[src/rtl/regfile_pkg.sv]
// Shared types for the Y86 register-file writeback scheduler: widths, the
// "no register" ID, the buffered writeback entry and the scheduler states.
package regfile_pkg;

  localparam int REG_W  = 4;
  localparam int DATA_W = 64;
  localparam logic [REG_W-1:0] RNONE = 4'hF;

  typedef struct packed {
    logic [REG_W-1:0]  dstE;
    logic [DATA_W-1:0] valE;
    logic [REG_W-1:0]  dstM;
    logic [DATA_W-1:0] valM;
  } wb_entry_t;

  typedef enum logic [1:0] {
    IDLE    = 2'd0,
    WRITE_E = 2'd1,
    WRITE_M = 2'd2
  } sched_state_t;

  // The E half is dropped when it targets nothing or collides with M (popq %rsp).
  function automatic logic writesE(input wb_entry_t e);
    return (e.dstE != RNONE) && (e.dstE != e.dstM);
  endfunction

endpackage

[src/rtl/regfile_wb_scheduler_wb_fifo.sv]
// In-order FIFO of writeback entries; exposes the head plus every slot in
// oldest-first order so the scheduler can search pending writes.
module wb_fifo
  import regfile_pkg::*;
#(
  parameter int DEPTH = 2,
  parameter int CNT_W = $clog2(DEPTH + 1)
) (
  input  logic             clock,
  input  logic             reset,
  input  logic             push,
  input  wb_entry_t        pushEntry,
  input  logic             pop,
  output logic [CNT_W-1:0] count,
  output wb_entry_t        head,
  output wb_entry_t        ordered [DEPTH]
);

  localparam int PTR_W = $clog2(DEPTH);

  wb_entry_t        mem [DEPTH];
  logic [PTR_W-1:0] rdPtr;
  logic [PTR_W-1:0] wrPtr;

  always_ff @(posedge clock or negedge reset) begin
    if (!reset) begin
      rdPtr <= '0;
      wrPtr <= '0;
      count <= '0;
    end else begin
      if (push) wrPtr <= wrPtr + 1'b1;
      if (pop)  rdPtr <= rdPtr + 1'b1;
      if (push && !pop)      count <= count + 1'b1;
      else if (!push && pop) count <= count - 1'b1;
    end
  end

  // Payload storage carries no reset; occupancy is tracked by the pointers.
  always_ff @(posedge clock) begin
    if (push) mem[wrPtr] <= pushEntry;
  end

  always_comb begin
    for (int i = 0; i < DEPTH; i++) begin
      ordered[i] = mem[rdPtr + PTR_W'(i)];
    end
  end

  assign head = mem[rdPtr];

endmodule

[src/rtl/regfile_wb_scheduler.sv]
// Serialises buffered E/M writebacks onto the single register-file write port.
// Optional macro RF_BYPASS_EN forwards pending writes to the decode read ports.
module regfile_wb_scheduler
  import regfile_pkg::*;
#(
  parameter int DEPTH = 2
) (
  input  logic              clock,
  input  logic              reset,
  input  logic              in_valid,
  output logic              in_ready,
  input  logic [REG_W-1:0]  in_dstE,
  input  logic [DATA_W-1:0] in_valE,
  input  logic [REG_W-1:0]  in_dstM,
  input  logic [DATA_W-1:0] in_valM,
  output logic              rf_we,
  output logic [REG_W-1:0]  rf_waddr,
  output logic [DATA_W-1:0] rf_wdata,
  output logic              busy,
  input  logic [REG_W-1:0]  srcA,
  input  logic [REG_W-1:0]  srcB,
  input  logic [DATA_W-1:0] rfA,
  input  logic [DATA_W-1:0] rfB,
  output logic [DATA_W-1:0] valA,
  output logic [DATA_W-1:0] valB
);

  localparam int CNT_W = $clog2(DEPTH + 1);
  localparam logic [CNT_W-1:0] DEPTH_C = CNT_W'(DEPTH);

  sched_state_t     state;
  wb_entry_t        inEntry;
  wb_entry_t        head;
  wb_entry_t        ordered [DEPTH];
  logic [CNT_W-1:0] count;
  logic             push;
  logic             pop;
  logic             moreAfter;

  assign inEntry   = '{dstE: in_dstE, valE: in_valE, dstM: in_dstM, valM: in_valM};
  assign in_ready  = (count < DEPTH_C);
  assign push      = in_valid && in_ready;
  assign pop       = ((state == WRITE_E) && (head.dstM == RNONE)) || (state == WRITE_M);
  // Counting the same-edge push keeps back-to-back entries free of an IDLE bubble.
  assign moreAfter = (count > CNT_W'(1)) || push;
  assign busy      = (state != IDLE) || (count != '0);

  wb_fifo #(.DEPTH(DEPTH), .CNT_W(CNT_W)) fifo (
    .clock     (clock),
    .reset     (reset),
    .push      (push),
    .pushEntry (inEntry),
    .pop       (pop),
    .count     (count),
    .head      (head),
    .ordered   (ordered)
  );

  always_ff @(posedge clock or negedge reset) begin
    if (!reset) begin
      state <= IDLE;
    end else begin
      case (state)
        IDLE:    if (count != '0) state <= WRITE_E;
        WRITE_E: begin
          if (head.dstM != RNONE) state <= WRITE_M;
          else                    state <= moreAfter ? WRITE_E : IDLE;
        end
        WRITE_M: state <= moreAfter ? WRITE_E : IDLE;
        default: state <= IDLE;
      endcase
    end
  end

  always_comb begin
    rf_we    = 1'b0;
    rf_waddr = RNONE;
    rf_wdata = '0;
    case (state)
      WRITE_E: begin
        rf_we    = writesE(head);
        rf_waddr = head.dstE;
        rf_wdata = head.valE;
      end
      WRITE_M: begin
        rf_we    = 1'b1;
        rf_waddr = head.dstM;
        rf_wdata = head.valM;
      end
      default: ;
    endcase
  end

`ifdef RF_BYPASS_EN
  // Walk oldest to youngest so younger writes, and M within an entry, win.
  // The head's E half is already committed once the FSM sits in WRITE_M.
  always_comb begin
    valA = rfA;
    valB = rfB;
    for (int i = 0; i < DEPTH; i++) begin
      if (CNT_W'(i) < count) begin
        if (writesE(ordered[i]) && !((i == 0) && (state == WRITE_M))) begin
          if (ordered[i].dstE == srcA) valA = ordered[i].valE;
          if (ordered[i].dstE == srcB) valB = ordered[i].valE;
        end
        if (ordered[i].dstM != RNONE) begin
          if (ordered[i].dstM == srcA) valA = ordered[i].valM;
          if (ordered[i].dstM == srcB) valB = ordered[i].valM;
        end
      end
    end
  end
`else
  logic unusedBypass;

  assign valA = rfA;
  assign valB = rfB;

  always_comb begin
    unusedBypass = ^{srcA, srcB};
    for (int i = 0; i < DEPTH; i++) begin
      unusedBypass = unusedBypass ^ (^ordered[i]);
    end
  end
`endif

endmodule

[config.mk]
export PLATFORM = sky130hd
export DESIGN_NAME = regfile_wb_scheduler
export DESIGN_NICKNAME = d
export VERILOG_FILES = /design/src/rtl/regfile_pkg.sv /design/src/rtl/regfile_wb_scheduler_wb_fifo.sv /design/src/rtl/regfile_wb_scheduler.sv
export SDC_FILE = /design/constraint.sdc
export NUM_CORES = 1
export LEC_CHECK = 0
export CORE_AREA = 5 5 184 186
export CTS_BUF_LIST = sky130_fd_sc_hd__clkbuf_4 sky130_fd_sc_hd__clkbuf_8 sky130_fd_sc_hd__clkbuf_16
export CTS_CLUSTER_SIZE = 25
export DETAILED_ROUTE_END_ITERATION = 16
export DIE_AREA = 0 0 189 191
export GPL_TIMING_DRIVEN = 0
export MAX_ROUTING_LAYER = met4
export PLACE_DENSITY = 0.78
export SYNTH_ARGS = -nofsm -noshare
export SYNTH_HDL_FRONTEND = slang
export SYNTH_HIERARCHICAL = 1
export SYNTH_SLANG_ARGS = --single-unit
[constraint.sdc]
create_clock -name clock -period 11.1 [get_ports clock]
set_clock_uncertainty 0.1 [all_clocks]
set_input_delay 2.22 -clock clock [delete_from_list [all_inputs] [get_ports clock]]
set_output_delay 2.22 -clock clock [all_outputs]
set_load 0.01 [all_outputs]
==> metrics.md <==
| Metric | Value |
|---|---|
| Most frequent cells in the layout | clkdlybuf4s50_1 (337), edfxtp_1 (272), mux2_2 (136) |
| Clock sink total | between 200 and 300 |
| RePlAce Congestion | ~0.91 |
| Netlist Area Pre-Place | roughly 12000 um^2 |
| Final Slew Violations | 0 |
| DR DRC count | 0 |
| I/O pins | ~470 |
| HP Class | register to register |
| Ys Warns | 6 |
| Global-route wire length before repair | ~54000 um |
| Hold-fix buffers at CTS | 0 |
| Syn Area/Cell | 16.4 um^2 |
| Post-DRT Antenna Nets | 0 |
| Via count | between 7000 and 8000 |
| Total length of routed wires | about 39000 um |
| Fmax | roughly 0.18 GHz |
| Worst IR Drop VDD | around 0.15 mV |
| First-pass detailed-route iteration total | 4 |
| Vias in the first global route | around 8000 |
| Fraction of layout cells with a size suffix above 1 | 0.307 |
| Worst Hold Depth | 1 |
| Max Fanout on Critical Path | 10 |
| Post-CTS Setup Inserts | 0 |
| Area grow syn2layout | 41.4% |
| Buffers on Ports | 337 |
| Placed insts | ~1500 |
| Drt initial violations | roughly 400 |
| Max_cap viols | 0 |
| Fillers | around 2600 |
| CORE AREA | roughly 32000 um^2 |
| Worst-Skew Late Latency | roughly 0.54 ns |
| FP Rows | 66 |
| Unrepaired setup endpoints after global routing | no |
| Status | finished clean |
| Worst Setup Path Type | register to output port |
| Die Y | approximately 190 um |
| Nets | around 1400 |
| Setup TNS Final | 0 ns |
| Global route overflow | 0 |
| Crit path time final | around 5.7 ns |
| Worst R2R End | fifo/count[1] |
| Reg2reg setup slack | 8.57 ns |
| Final setup fails | 0 |
| Worst-path clk slew | ~0.06 ns |
| Commonest non-fill, non-tap cell in the layout | clkdlybuf4s50_1 |
| Leak | 6.19 nW |
| Relative slew slack | 0.540 |
| R2R cell count | 9 |
| HP Start | fifo/count[0] |
| Total CTS buffers | 29 |
| Via density | about 4.9 |
| Tot GR Track Use | 0.208 |
| Die width | 189 um |
| Cells after synthesis | approximately 760 |
| Data arrival time of the worst path | around 3.3 ns |
| Die area | around 36000 um^2 |
| Initial antenna violation count | 9 |
| Critical Path Sink Type | output port |
| Register Area | approximately 8300 um^2 |
| Longest Clk Path Bufs | 3 |
| Post-Layout Cell Count | around 1600 |
| Final Hold Viols | 0 |
| Power Dens Cells | ~240 nW/um^2 |
| Syn_nets | 1037 |
| CTS tree | done |
| Post_cts resized | 0 |
| H-tree depth | 1 |
| Hold Path End | fifo/count[0] |
| Final worst path period share | 0.510 |
| Largest net degree at the start of global routing | 63 |
| Worst-margin pin slew | between 0.6 and 0.7 ns |
| Worst r2r src | state[0] |
| Clk root buf | clkbuf_16 |
| Area of the multi-input gates | 2740 um^2 |
| Crit start category | register |
| Routed wire length per instance | around 25 um |
| Data required, critical path | 8.78 ns |
| Placed wire-length estimate | ~30000 um |
| Initial Utilization | 0.385 |
==> flip-flops by register name, indices dropped and copies added (netlist names) <==
name	cells
fifo/count	2
fifo/mem	272
fifo/rdPtr	1
fifo/wrPtr	1
state	2
==> stage by stage <==
stage | instance area, um^2 | hold WS, ns | utilization | worst slack [ns] | power, mW
4_1_cts | 17500 | 0.435 | 0.544 | 5.30 | 4.21
5_1_grt | 17500 | 0.464 | 0.545 | 5.16 | 4.36
3_3_place_gp | 16300 | 0.369 | 0.506 | -2.36 | 3.16
2_1_floorplan | 12400 | 0.355 | - | 1.88 | 2.43
3_5_place_dp | 16400 | 0.425 | 0.512 | 5.77 | 3.16
6_report | 17500 | 0.435 | 0.545 | 5.44 | 4.16
==> worst max-delay path by stage <==
stage,slack [ns],startpoint,endpoint,depth (start not counted)
6_report,5.44,state[1],rf_wdata[12],6
5_1_grt,5.16,state[1],rf_wdata[12],6
4_1_cts,5.30,state[0],rf_wdata[12],6
3_5_place_dp,5.77,rfA[37],valA[37],2
3_3_place_gp,-2.36,in_valid,fifo/mem[0][72],3
2_1_floorplan,1.88,in_valid,fifo/mem[0][0],2
==> critical path, cell delays in order (launching register included) <==
cell	delay (ns)
dfrtp_1	0.41
inv_1	0.10
ha_1	0.46
clkbuf_1	0.55
clkbuf_1	0.41
nor2b_1	0.28
clkdlybuf4s50_1	0.59
==> layout make-up <==
class / count / area share
Antenna cell: 10 / 0.00143
Timing Repair Buffer: 344 / 0.202
Buffer: 170 / 0.0751
Inverter: 5 / 0.00107
Sequential cell: 278 / 0.475
Tap cell: 408 / 0.0292
Multi-Input combinational cell: 304 / 0.157
Clock buffer: 38 / 0.0471
Clock inverter: 11 / 0.0119
==> per-layer routing <==
metal,up-vias,GRT usage,wire length [um],part of all wire
li1,3482,-,-,-
met1,3767,0.233,14300,0.37
met2,320,0.355,19800,0.51
met3,70,0.0592,3060,0.079
met4,0,0.0782,1480,0.038
met5,-,-,0,0
==> where the power goes <==
group	total, mW	internal [mW]	switching [mW]
Combinational	1.69	0.855	0.838
Sequential	1.42	1.38	0.0461
Clock	1.04	0.656	0.385
(Power assumes the default switching activity.)
